### src/rtl/reg_file_pkg.sv
// rtl/reg_file_pkg.sv - shared types and default sizes for the parametrised register file
package reg_file_pkg;

    typedef enum logic {
        ST_CLEAR = 1'b0,
        ST_RUN   = 1'b1
    } state_t;

    localparam int DATA_W_DEF = 32;
    localparam int ADDR_W_DEF = 5;

endpackage

### src/rtl/reg_file_clear_fsm.sv
// rtl/reg_file_clear_fsm.sv - sequential clear engine: walks every entry writing zero
module reg_file_clear_fsm
    import reg_file_pkg::*;
#(
    parameter int ADDR_W = ADDR_W_DEF
) (
    input  logic              clk,
    input  logic              rst_n,
    input  logic              clr_req,
    output logic              busy,
    output logic              clr_we,
    output logic [ADDR_W-1:0] clr_addr
);

    localparam logic [ADDR_W-1:0] LAST_IDX = '1;

    state_t            r_state;
    state_t            w_state_nxt;
    logic [ADDR_W-1:0] r_clr_idx;
    logic [ADDR_W-1:0] w_clr_idx_nxt;

    always_ff @(posedge clk or negedge rst_n) begin
        if (!rst_n) begin
            r_state   <= ST_CLEAR;
            r_clr_idx <= '0;
        end else begin
            r_state   <= w_state_nxt;
            r_clr_idx <= w_clr_idx_nxt;
        end
    end

    // clr_req is only honoured in RUN; a clear in progress never restarts
    always_comb begin
        w_state_nxt   = r_state;
        w_clr_idx_nxt = '0;
        case (r_state)
            ST_CLEAR: begin
                w_clr_idx_nxt = r_clr_idx + ADDR_W'(1);
                if (r_clr_idx == LAST_IDX) begin
                    w_state_nxt   = ST_RUN;
                    w_clr_idx_nxt = '0;
                end
            end
            ST_RUN: begin
                if (clr_req) begin
                    w_state_nxt = ST_CLEAR;
                end
            end
            default: begin
                w_state_nxt = ST_CLEAR;
            end
        endcase
    end

    always_comb begin
        busy     = (r_state == ST_CLEAR);
        clr_we   = (r_state == ST_CLEAR);
        clr_addr = r_clr_idx;
    end

endmodule

### src/rtl/reg_file_param.sv
// rtl/reg_file_param.sv - 2-read/1-write register file with bypass, zero register and clear engine
module reg_file_param
    import reg_file_pkg::*;
#(
    parameter int DATA_W   = DATA_W_DEF,
    parameter int ADDR_W   = ADDR_W_DEF,
    parameter int BYPASS   = 1,
    parameter int ZERO_REG = 1
) (
    input  logic              clk,
    input  logic              rst_n,
    input  logic              clr_req,
    input  logic              wr_en,
    input  logic [ADDR_W-1:0] wr_addr,
    input  logic [DATA_W-1:0] wr_data,
    input  logic [ADDR_W-1:0] rd_addr1,
    input  logic [ADDR_W-1:0] rd_addr2,
    output logic [DATA_W-1:0] rd_data1,
    output logic [DATA_W-1:0] rd_data2,
    output logic              busy,
    output logic              wr_drop
);

    localparam int DEPTH = 2 ** ADDR_W;

    logic [DATA_W-1:0] r_mem [DEPTH];
    logic              r_wr_drop;

    logic              w_busy;
    logic              w_clr_we;
    logic [ADDR_W-1:0] w_clr_addr;
    logic              w_wr_zero;
    logic              w_wr_ok;
    logic [ADDR_W-1:0] w_rd_addr [2];
    logic [DATA_W-1:0] w_rd_data [2];

    reg_file_clear_fsm #(
        .ADDR_W (ADDR_W)
    ) u_clear_fsm (
        .clk      (clk),
        .rst_n    (rst_n),
        .clr_req  (clr_req),
        .busy     (w_busy),
        .clr_we   (w_clr_we),
        .clr_addr (w_clr_addr)
    );

    // w_wr_ok is the single notion of "this write lands", shared by storage and bypass
    assign w_wr_zero = (ZERO_REG != 0) && (wr_addr == '0);
    assign w_wr_ok   = wr_en && !w_busy && !w_wr_zero;

    // Storage is deliberately not reset; the clear engine zeroes it after every reset
    always_ff @(posedge clk) begin
        if (w_clr_we) begin
            r_mem[w_clr_addr] <= '0;
        end else if (w_wr_ok) begin
            r_mem[wr_addr] <= wr_data;
        end
    end

    always_ff @(posedge clk or negedge rst_n) begin
        if (!rst_n) begin
            r_wr_drop <= 1'b0;
        end else begin
            r_wr_drop <= w_busy && wr_en;
        end
    end

    assign w_rd_addr[0] = rd_addr1;
    assign w_rd_addr[1] = rd_addr2;

    always_comb begin
        for (int p = 0; p < 2; p++) begin
            w_rd_data[p] = r_mem[w_rd_addr[p]];
            if (w_busy) begin
                w_rd_data[p] = '0;
            end else if ((ZERO_REG != 0) && (w_rd_addr[p] == '0)) begin
                w_rd_data[p] = '0;
            end else if ((BYPASS != 0) && w_wr_ok && (wr_addr == w_rd_addr[p])) begin
                w_rd_data[p] = wr_data;
            end
        end
    end

    assign rd_data1 = w_rd_data[0];
    assign rd_data2 = w_rd_data[1];
    assign busy     = w_busy;
    assign wr_drop  = r_wr_drop;

endmodule
### config.mk
export PLATFORM = sky130hd
export DESIGN_NAME = reg_file_param
export DESIGN_NICKNAME = d
export VERILOG_FILES = /design/src/rtl/reg_file_pkg.sv /design/src/rtl/reg_file_clear_fsm.sv /design/src/rtl/reg_file_param.sv
export SDC_FILE = /design/constraint.sdc
export NUM_CORES = 1
export LEC_CHECK = 0
export CELL_PAD_IN_SITES_DETAIL_PLACEMENT = 1
export CELL_PAD_IN_SITES_GLOBAL_PLACEMENT = 1
export CORE_ASPECT_RATIO = 1.5
export CORE_MARGIN = 2
export CORE_UTILIZATION = 30
export CTS_CLUSTER_DIAMETER = 30
export DETAILED_ROUTE_END_ITERATION = 6
export PLACE_DENSITY = 0.6
export SYNTH_ARGS = -nofsm -noshare
export SYNTH_HDL_FRONTEND = slang
export SYNTH_SLANG_ARGS = --single-unit
### constraint.sdc
create_clock -name clk -period 6.6 [get_ports clk]
set_input_delay 1.32 -clock clk [delete_from_list [all_inputs] [get_ports clk]]
set_output_delay 1.32 -clock clk [all_outputs]
set_load 0.005 [all_outputs]
==> results.yml <==
pwr:
  p_per_area_mw_per_mm2: 353
  p_leak_uw: 0.0188
  ir_worst_vdd_mv: 0.254
clock_network:
  h-tree-depth: 4
  ctsHoldBuffers: 0
  cts.path.max_buffers: 3
  numClockSinks: 1031
  cts_root_buffer: "clkbuf_16"
  clk_latency_ps: 780
  cts_tree: "built"
  post_cts_buffers: 0
  cts.repair.resized: 0
  path_clk_slew_ps: 40
  cts_buffers: 166
worst_setup_path:
  critPathBufInv: 2
  cp-start-kind: "primary input"
  cp.required_ps: 5280
  critical_path.max_fanout: 20
  worst_path_max_delay_cell: "o221ai_1"
  path_cells: "clkdlybuf4s50_1 > or4_4 > or2_1 > a41o_2 > o221ai_1 > clkdlybuf4s50_1"
  critical-path-top-delay-family: "compound AO/OA/AOI/OAI gates"
  endpoint_kind: "output port"
  cp_slowest_stage_delay_ps: 820
  crit_type: "primary input to output port"
  cp_common_cell: "clkdlybuf4s50_1"
  crit_arrival_ps: 4860
floorplan:
  die_w_um: 333
  row_count: 181
  start_util_pct: 30.1
  ios: 117
  die-area_mm2: 0.165
  coreArea_mm2: 0.161
  die_h_um: 497
logic_synthesis:
  synth_seq_cells: 1031
  synth_top_cell_by_area: "edfxtp_1"
  synth_fp_nets: 2436
  synth_top_cells_by_area: "edfxtp_1 (63%), mux4_2 (24%), mux2i_1 (2.7%)"
  yosysWarnings: 0
  synth.distinct_cells: 48
  synth_cells: 2383
  syn_area_per_cell_um2: 20.4
  seq_area_frac_synth_pct: 63.6
  synth_top_area_share_pct: 63.2
  netlist_area_mm2: 0.0486
place:
  dpl.hpwl_um: 101000
  port_buffers: 116
  gp_congestion: 0.784
  dpl-instance-area_mm2: 0.0528
finish:
  final_util_pct: 36.3
  fillerInstances: 15600
  area_growth_pct: 20.7
  drive_gt1_share_pct: 37.7
  fin_nets: 2628
  finish.instance_area_mm2: 0.0587
drt:
  drc: 0
  dr.pass1.iters: 7
  vias: 28200
  avgViaCountPerCell: 5.86
  drt-initial-drc-count: 2774
  ant_nets: 0
  routedWlPerCell_um: 35.8
  wirelength_um: 172000
sta:
  rsz0062_at_grt: "false"
  worstMarginPinSlew_ps: 1370
  setup_viol: 0
  whs_ps: 637
  finalCritPeriodShare_pct: 93.6
  clock_skew_ps: 32.1
  fin_crit_ps: 6180
  maxSlewViolCount: 0
  setup-tns-final_ps: 0
  fmax_mhz: 162
  slew_headroom_pct: 8.50
  hold_viol_final: 0
run_status:
  outcome: "completed"
min_path:
  hold_path.class: "flip-flop to flip-flop"
grt:
  antenna_found_initial: 9
  grt_pass1_wl_um: 242000
  grt_pass1_vias: 31000
  grt_overflow: 0
  grt_max_degree: 100
  grt_use_total_pct: 20.8
job:
  maxCapViolations: 0
==> final cells by class <==
cell class	instances	area, um^2	area share [%]
Antenna cell	1	2.50	0.00426
Clock buffer	189	4300	7.34
Clock inverter	117	1580	2.69
Inverter	7	26.3	0.0448
Multi-Input combinational cell	1142	17000	28.9
Sequential cell	1031	30900	52.7
Tap cell	2104	2630	4.49
Timing Repair Buffer	227	2240	3.82
==> cell usage in the layout, fill, tap and decap left out, types with 24 or more instances in the layout <==
| cell | synthesis | layout |
|---|---|---|
| o22a_1 | 32 | 32 |
| o221ai_1 | 96 | 96 |
| edfxtp_1 | 1024 | 1024 |
| nor2_1 | 37 | 34 |
| mux2i_1 | 131 | 131 |
| nor3_2 | 2 | 24 |
| and2_1 | 34 | 33 |
| bufinv_16 | 0 | 29 |
| a22o_1 | 61 | 61 |
| clkbuf_16 | 0 | 169 |
| buf_4 | 13 | 95 |
| mux2_2 | 65 | 65 |
| mux4_2 | 512 | 512 |
| nand4_1 | 64 | 64 |
| clkdlybuf4s50_1 | 0 | 108 |
==> cell families after synthesis <==
group	count (synthesis)	share of synthesized area [%]
flops	1031	63.6
mux	708	27.9
compound gates	212	3.84
buf+inv	210	1.97
simple gates	208	2.39
xor+xnor	12	0.216
fa+ha+maj	2	0.0515
==> cell usage after synthesis, drive strengths merged <==
cell	instances
mux4	512
or4	1
nand4	64
a21oi	4
dfrtp	7
nor3	30
mux2	65
buf	117
nor4	9
o311a	1
a31oi	2
xor2	11
nor2b	5
ha	2
or3	1
a22oi	2
o21ai	2
clkbuf	86
edfxtp	1024
mux2i	131
nand3	1
nand2	9
o221ai	96
inv	7
a21boi	1
o32a	3
or2	6
a31o	2
xnor2	1
o22a	32
nand2b	7
and2	34
o21a	1
and3	3
a41o	2
o311ai	2
a22o	61
nor2	37
a211o	1
nor3b	1
==> report_power, final <==
| part | switching [uW] | total [uW] | internal [uW] |
|---|---|---|---|
| clock | 3290 | 9150 | 5860 |
| combinational | 1920 | 3120 | 1190 |
| sequential | 369 | 8470 | 8100 |
==> state kept, by name, summed over array words and instances, names as in the netlist <==
register and flops:
r_mem 1024, u_clear_fsm.clr_addr 5, u_clear_fsm.r_state 1, wr_drop 1
==> path summary, 6_finish.rpt <==
check,from,to,slack [ps],cells past startpoint
hold / removal,u_clear_fsm.clr_addr[0],u_clear_fsm.clr_addr[0],640,1
hold reg to reg,u_clear_fsm.clr_addr[0],u_clear_fsm.clr_addr[0],640,1
setup / recovery,wr_addr[4],rd_data2[24],420,6
setup reg to reg,u_clear_fsm.r_state,r_mem[22][29],2970,5
max in group asynchronous,rst_n,u_clear_fsm.clr_addr[2],5560,1
min in group asynchronous,rst_n,wr_drop,800,1
==> per-layer routing <==
metal / part of all wire, % / routed length (um) / track usage, % / up-vias
met3: 6.4 / 11000 / 3.84 / 397
met2: 52 / 89100 / 36.2 / 1267
li1: - / - / - / 11000
met5: 0.023 / 40 / 0 / -
met4: 4.7 / 8110 / 10.0 / 8
met1: 37 / 64200 / 24.6 / 15500
==> metrics by stage <==
| step | worst slack, ps | total power (uW) | std cells |
|---|---|---|---|
| after floorplan | 355 | 10200 | 2383 |
| after global placement | 537 | 11500 | 4510 |
| after detailed placement | 537 | 11700 | 4511 |
| after CTS | 529 | 20900 | 4817 |
| after global routing | 482 | 21300 | 4818 |
| final | 419 | 20700 | 4818 |
(Power assumes the default switching activity.)
